$ cat src/rtl/alu_pkg.sv
// rtl/alu_pkg.sv - shared flag indices and state encoding for the ALU result stage
package alu_pkg;

    localparam int FLAG_N = 3;
    localparam int FLAG_Z = 2;
    localparam int FLAG_C = 1;
    localparam int FLAG_V = 0;

    typedef enum logic [1:0] {
        EMPTY = 2'd0,
        ONE   = 2'd1,
        TWO   = 2'd2
    } stage_state_e;

endpackage

$ cat src/rtl/alu_flag_gen.sv
// rtl/alu_flag_gen.sv - combinational N/Z/C/V derivation from an ALU result word
module alu_flag_gen
    import alu_pkg::*;
#(
    parameter int W = 8
) (
    input  logic [W-1:0] result_i,
    input  logic         carry_i,
    input  logic         overflow_i,
    input  logic         logic_i,
    output logic [3:0]   flags_o
);

    always_comb begin
        flags_o         = '0;
        flags_o[FLAG_N] = result_i[W-1];
        flags_o[FLAG_Z] = ~|result_i;
        // Bitwise ops have no meaningful carry/overflow, so they are masked off.
        flags_o[FLAG_C] = carry_i & ~logic_i;
        flags_o[FLAG_V] = overflow_i & ~logic_i;
    end

endmodule

$ cat src/rtl/alu_result_stage.sv
// rtl/alu_result_stage.sv - registered ALU result/flags stage with a two-entry skid buffer
module alu_result_stage
    import alu_pkg::*;
#(
    parameter int W = 8
) (
    input  logic         clk,
    input  logic         rst_n,
    input  logic         in_valid,
    output logic         in_ready,
    input  logic [W-1:0] in_result,
    input  logic         in_carry,
    input  logic         in_overflow,
    input  logic         in_logic,
    output logic         out_valid,
    input  logic         out_ready,
    output logic [W-1:0] out_result,
    output logic [3:0]   out_flags
);

    stage_state_e state_q, state_d;
    logic [W-1:0] main_result_q, main_result_d;
    logic [3:0]   main_flags_q, main_flags_d;
    logic [W-1:0] skid_result_q, skid_result_d;
    logic [3:0]   skid_flags_q, skid_flags_d;
    logic         in_ready_q, in_ready_d;

    logic [3:0] in_flags;
    logic       in_xfer;
    logic       out_xfer;

    alu_flag_gen #(.W(W)) u_flag_gen (
        .result_i   (in_result),
        .carry_i    (in_carry),
        .overflow_i (in_overflow),
        .logic_i    (in_logic),
        .flags_o    (in_flags)
    );

    assign out_valid  = (state_q == ONE) || (state_q == TWO);
    assign in_ready   = in_ready_q;
    assign out_result = main_result_q;
    assign out_flags  = main_flags_q;
    assign in_xfer    = in_valid && in_ready_q;
    assign out_xfer   = out_valid && out_ready;

    always_comb begin
        state_d       = state_q;
        main_result_d = main_result_q;
        main_flags_d  = main_flags_q;
        skid_result_d = skid_result_q;
        skid_flags_d  = skid_flags_q;
        case (state_q)
            EMPTY: begin
                if (in_xfer) begin
                    state_d       = ONE;
                    main_result_d = in_result;
                    main_flags_d  = in_flags;
                end
            end
            ONE: begin
                if (in_xfer && out_xfer) begin
                    main_result_d = in_result;
                    main_flags_d  = in_flags;
                end else if (in_xfer) begin
                    state_d       = TWO;
                    skid_result_d = in_result;
                    skid_flags_d  = in_flags;
                end else if (out_xfer) begin
                    state_d = EMPTY;
                end
            end
            TWO: begin
                if (out_xfer) begin
                    state_d       = ONE;
                    main_result_d = skid_result_q;
                    main_flags_d  = skid_flags_q;
                end
            end
            default: state_d = EMPTY;
        endcase
        // Registered ready tracks the state we are about to enter.
        in_ready_d = (state_d != TWO);
    end

    always_ff @(posedge clk) begin
        if (!rst_n) begin
            state_q       <= EMPTY;
            main_result_q <= '0;
            main_flags_q  <= '0;
            skid_result_q <= '0;
            skid_flags_q  <= '0;
            in_ready_q    <= 1'b1;
        end else begin
            state_q       <= state_d;
            main_result_q <= main_result_d;
            main_flags_q  <= main_flags_d;
            skid_result_q <= skid_result_d;
            skid_flags_q  <= skid_flags_d;
            in_ready_q    <= in_ready_d;
        end
    end

endmodule

$ cat config.mk
export PLATFORM = sky130hd
export DESIGN_NAME = alu_result_stage
export DESIGN_NICKNAME = d
export VERILOG_FILES = /design/src/rtl/alu_pkg.sv /design/src/rtl/alu_flag_gen.sv /design/src/rtl/alu_result_stage.sv
export SDC_FILE = /design/constraint.sdc
export NUM_CORES = 1
export LEC_CHECK = 0
export ABC_CLOCK_PERIOD_IN_PS = 2200
export BUFFER_PORTS_ARGS = -buffer_cell sky130_fd_sc_hd__buf_2
export CORE_ASPECT_RATIO = 1.5
export CORE_MARGIN = 2
export CORE_UTILIZATION = 52
export CTS_CLUSTER_DIAMETER = 120
export DETAILED_ROUTE_END_ITERATION = 8
export PLACE_DENSITY = 0.78
export SLEW_MARGIN = 40
export SYNTH_ARGS = -nofsm -noshare
export SYNTH_HDL_FRONTEND = slang
export SYNTH_SLANG_ARGS = --single-unit
export TNS_END_PERCENT = 10
$ cat constraint.sdc
create_clock -name clk -period 2.2 [get_ports clk]
set_input_delay 0.22 -clock clk [delete_from_list [all_inputs] [get_ports clk]]
set_output_delay 0.22 -clock clk [all_outputs]
set_load 0.02 [all_outputs]
# After elaboration in Yosys (flattened, before gate mapping)
# Index checks and enable logic that the tools add are counted.
[word_totals] register_bits=27 inputBits=15 out_inout_bits=14 word_cells=40
[classes] eq_ne=6 n_mux=14 bitwise=4 n_reduce_logical=10
[op_table] op="2-to-1 mux 8 bit" n=3
[op_table] op="one-hot mux 8 bit (3 select lines)" n=1
[op_table] op="2-to-1 mux 4 bit" n=3
[op_table] op="one-hot mux 4 bit (3 select lines)" n=1
[op_table] op="2-to-1 mux 2 bit" n=5
[op_table] op="OR reduction 8 bit" n=1
[op_table] op="!= test 2 bit (second input constant)" n=3
[op_table] op="one-hot mux 2 bit (3 select lines)" n=1
[op_table] op="AND reduction 4 bit" n=1
[op_table] op="logical AND 1 bit" n=3
[op_table] op="AND reduction 3 bit" n=1
[op_table] op="nonzero test 3 bit" n=1
[op_table] op="bitwise AND 1 bit" n=2
[op_table] op="== test 2 x 1 -> 1 bit (second input constant)" n=1
[op_table] op="== test 2 bit (second input constant)" n=1
[op_table] op="zero test 2 bit" n=1
[op_table] op="!= test 2 x 1 -> 1 bit (second input constant)" n=1
[op_table] op="NOT 1 bit" n=2
[op_table] op="zero test 1 bit" n=1
[op_table] op="logical OR 1 bit" n=1

# Longest topological paths before layout
[logic_depth] word_depth=8 ltp_mapped=7 ltp_nobuf=6

# By module
# Synthesis repeated with hierarchy kept, for this count alone.
[unflattened] cells_unflattened=132 area_unflattened_um2=1376.3
[by_module_without_submodules] module="alu_result_stage" instances=1 cells_per_inst=126 area_per_inst_um2=1337.5
[by_module_without_submodules] module="alu_flag_gen" instances=1 cells_per_inst=6 area_per_inst_um2=38.8

# Least setup slack after synthesis
# Ideal clock, no wire load.
[synth_path] path_type="register -> register" start="register state_q[0]" end="register main_result_q[7], in the netlist out_result[7]" setup_ns=0.116 t_arrival_ns=1.609 required_time_ns=2.084 setup_slack_ns=0.475 stages_incl_launch_ff=8 period_less_slack_ns=1.725 cell_sequence="dfxtp_1 > inv_1 > ha_1 > nand2_1 > o22ai_2 > and2_1 > buf_4 > o211a_1"
[synth_between] elab_chain_cells=6
[synth_rtl] element="start, declared" line="alu_result_stage.sv:21" rtl="stage_state_e state_q, state_d;"
[synth_rtl] element="start signal, assigned" line="alu_result_stage.sv:95" rtl="state_q <= state_d;"
[synth_rtl] element="== test 2 x 1 -> 1 bit or == test 2 bit (tied branches)" line="alu_result_stage.sv:40" rtl="assign out_valid = (state_q == ONE) || (state_q == TWO);"
[synth_rtl] element="logical OR 1 bit (*)" line="alu_result_stage.sv:40"
[synth_rtl] element="net out_valid" line="alu_result_stage.sv:15" rtl="output logic out_valid,"
[synth_rtl] element="logical AND 1 bit (*)" line="alu_result_stage.sv:45" rtl="assign out_xfer = out_valid && out_ready;"
[synth_rtl] element="logical AND 1 bit" line="alu_result_stage.sv:62" rtl="if (in_xfer && out_xfer) begin"
[synth_rtl] element="!= test 2 x 1 -> 1 bit (no line)"
[synth_rtl] element="AND reduction 4 bit (no line) (*)"
[synth_rtl] element="end signal, assigned" line="alu_result_stage.sv:96" rtl="main_result_q <= main_result_d;"
[synth_rtl] element="end, declared" line="alu_result_stage.sv:22" rtl="logic [W-1:0] main_result_q, main_result_d;"
# Mark *: on every way through the listed nets, which the timed path passes. The rest lies on a longest branch.
# A chain may end at the register's enable or synchronous reset.

# Worst setup path in the final report
[layout_path] start="register state_q[0]" end="register main_flags_q[2], in the netlist out_flags[2]"
[layout_between] elab_chain_cells=6
[layout_rtl] element="== test 2 x 1 -> 1 bit or == test 2 bit (tied branches)" line="alu_result_stage.sv:40, alu_result_stage.sv:53"
[layout_rtl] element="logical OR 1 bit" line="alu_result_stage.sv:40"
[layout_rtl] element="logical AND 1 bit" line="alu_result_stage.sv:45"
[layout_rtl] element="logical AND 1 bit" line="alu_result_stage.sv:62"
[layout_rtl] element="!= test 2 x 1 -> 1 bit (no line)"
[layout_rtl] element="AND reduction 4 bit (no line)"
[layout_rtl] element="end signal, assigned" line="alu_result_stage.sv:97" rtl="main_flags_q <= main_flags_d;"
[layout_rtl] element="end, declared" line="alu_result_stage.sv:23" rtl="logic [3:0] main_flags_q, main_flags_d;"
# Several ways; a longest one is shown, not always the timed one.

==> metrics.md <==
| Metric | Value |
|---|---|
| Cts repair resizes | 0 |
| Fin. Hold Viols | 0 |
| Drt via density | about 5.7 |
| VDD IR-drop max | approximately 0.62 mV |
| DR WL/cell | around 15 um |
| # setup viols final | 0 |
| Bufs on Longest Clock Path | 2 |
| Relative slew margins | 0.737 |
| CP Capture Type | flop |
| Leakage Power | between 0.7 and 0.8 nW |
| FMAX | around 0.54 GHz |
| Actual slew at the worst max-slew pin | just under 400 ps |
| Ys Warns | 0 |
| Final ANT Viol Nets | 0 |
| Vias in the first global route | 955 |
| DRT Pass-1 Iters | 5 |
| Total Routing Usage GR | 0.189 |
| ANT cells | 0 |
| CP Max Fanout | 11 |
| Mapped cell area | ~0.0013 mm^2 |
| RR Endpoint | out_flags[2]$_SDFFE_PN0P_ |
| CP startpoint | state_q[0]$_SDFF_PN0_ |
| CP endpoint | out_flags[2]$_SDFFE_PN0P_ |
| Sequential share of the synthesized area | 0.398 |
| DRT iter0 DRCs | 27 |
| Post-route clock period utilization | 0.841 |
| Via count | 999 |
| Crit start category | flop |
| Largest net degree at the start of global routing | 26 |
| Final worst clock skew | roughly 5.2 ps |
| DRC | 0 |
| Setup TNS | 0 ps |
| Layout Nets | about 170 |
| Area Growth Syn to Fin | 13.1% |
| Die area | ~0.0028 mm^2 |
| Routability congestion estimate | a little under 0.8 |
| Critical Path RT | 2470 ps |
| Post-DP HPWL | ~2 mm |
| Arrival time at the worst endpoint | roughly 2100 ps |
| Commonest non-fill, non-tap cell in the layout | buf_2 |
| Post-Syn Nets | around 140 |
| Most frequent cells in the layout | buf_2, dfxtp_1, mux2i_1, o211a_1, nand3_1 |
| First-pass GRT wire length | about 4.2 mm |
| Row cnt | 21 |
| Avg Inst Size Synth | about 10 um^2 |
| Final min period | around 1800 ps |
| Setup Fix Bufs, Post-CTS | 0 |
| Crit Path Class | flop to flop |
| Max_cap viols | 0 |
| Core Region | between 0.002 and 0.0025 mm^2 |
| Worst R2R Start | state_q[0]$_SDFF_PN0_ |
| Max Slew Vio Count | 0 |
| Synth unique cells | 30 |
| PortBufs | 28 |
| Hold_buf cts | 0 |
| Clk Latency, worst-skew pair | 320 ps |
| Clock slew at reported path FFs | 140 ps |
| Starting Density | 0.556 |
| Die Height | approximately 64 um |
| Fill cells | 180 |
| Setup slack, reg-to-reg | roughly 350 ps |
| CTS buffer count | 3 |
| Class of the worst hold path | input port to flop |
| R2R cell count | 6 |
| CTS root buf | clkbuf_4 |
| Initial antenna violation count | 0 |
| DRT Wirelength | about 2.5 mm |
| Count of state elements after synthesis | 25 |
| Cells after Synth | between 100 and 150 |
| Ports | 29 |
| H-tree Lvls | 1 |
| Layout cells sized above 1 | 0.265 |
| Grt ovf | 0 |
| Status | finished, final reports clean |
| CTS tree | yes |
| CTS Sinks | 25 |
| DIE WIDTH | 44.2 um |
| Hold WS | ~180 ps |
| Power Density | 803 mW/mm^2 |
| RSZ-0062 raised after global routing | no |
==> routing by layer <==
layer / vias to the layer above / GRT usage / share of wire
met2: 25 / 0.353 / 0.54
met5: - / 0 / 0
met3: 2 / 0.0169 / 0.030
met1: 474 / 0.227 / 0.42
li1: 498 / - / -
met4: 0 / 0.0341 / 0.0051
==> through the flow <==
step | worst slack (ps) | util | cell area, um^2 | std cells | power (mW)
2_1_floorplan | 475 | - | 1260 | 125 | 0.844
3_3_place_gp | 466 | 0.616 | 1390 | 170 | 0.934
3_5_place_dp | 349 | 0.616 | 1390 | 170 | 0.949
4_1_cts | 333 | 0.630 | 1420 | 174 | 1.15
5_1_grt | 231 | 0.630 | 1420 | 174 | 1.20
6_report | 350 | 0.630 | 1420 | 174 | 1.14
==> flip-flops by register name, indices dropped and copies added (netlist names) <==
register / cells
in_ready: 1
state_q: 2
skid_flags_q: 3
out_result: 8
out_flags: 3
skid_result_q: 8
==> cell type report <==
type	instances	area, um^2	area share
Clock inverter	1	7.51	0.00528
Clock buffer	3	22.5	0.0158
Tap cell	23	28.8	0.0202
Inverter	3	11.3	0.00792
Multi-Input combinational cell	88	689	0.485
Sequential cell	25	500	0.352
Timing Repair Buffer	31	163	0.114
==> power breakdown <==
group	leakage (nW)	total (mW)	switching [mW]	internal, mW
clock network	0.0139	0.207	0.138	0.0695
registers	0.205	0.546	0.0346	0.512
logic	0.483	0.389	0.228	0.161
==> kinds of logic after synthesis <==
logic type               after synthesis  synth area share
flip-flops                            25             0.398
AND/OR/NAND/NOR                       41             0.198
buffers and inverters                 12            0.0537
AO/OA/AOI/OAI                         25             0.168
adder cells (fa/ha/maj)                5            0.0478
multiplexers                          16             0.127
XOR/XNOR                               1           0.00697
==> cells in the mapped netlist <==
cell type / number / area, um^2
buf_4: 3 / 22.5
nand3b_1: 2 / 15.0
a21boi_2: 1 / 11.3
and2_1: 3 / 18.8
nand3_4: 1 / 17.5
nor4_1: 2 / 12.5
nor2b_1: 8 / 50.1
o211a_1: 11 / 110
dfxtp_1: 25 / 500
or3b_1: 2 / 17.5
or2_1: 1 / 6.26
and2_4: 1 / 8.76
buf_2: 3 / 15.0
a21oi_1: 4 / 20.0
o211ai_1: 1 / 7.51
clkbuf_1: 2 / 7.51
nand2_1: 8 / 30.0
buf_6: 1 / 11.3
o22ai_1: 1 / 6.26
a21boi_1: 3 / 22.5
o221a_2: 1 / 11.3
nor3b_1: 3 / 22.5
mux2i_1: 16 / 160
nand3_1: 10 / 50.1
ha_1: 4 / 50.1
o22ai_2: 1 / 12.5
maj3_1: 1 / 10.0
xnor2_1: 1 / 8.76
inv_1: 3 / 11.3
o21ai_0: 2 / 10.0
==> how the worst min path moves through the flow <==
stage / start / end / slack (ps) / cells after the start
after detailed placement: skid_flags_q[2]$_SDFFE_PN0P_ / skid_flags_q[2]$_SDFFE_PN0P_ / 450 / 2
after floorplan: rst_n / skid_flags_q[0]$_SDFFE_PN0P_ / 370 / 1
after global placement: skid_flags_q[2]$_SDFFE_PN0P_ / skid_flags_q[2]$_SDFFE_PN0P_ / 440 / 2
after global routing: in_result[3] / skid_result_q[3]$_SDFFE_PN0P_ / 190 / 3
after CTS: in_result[3] / skid_result_q[3]$_SDFFE_PN0P_ / 180 / 3
final: in_result[3] / skid_result_q[3]$_SDFFE_PN0P_ / 180 / 3
==> worst max-delay path: stages, from the launching register on <==
cell and delay (ps):
dfxtp_1 440, inv_1 90, ha_1 320, nand2_1 130
o22ai_2 200, and2_1 390, o221a_2 240
Power figures use the tool's default switching activity.
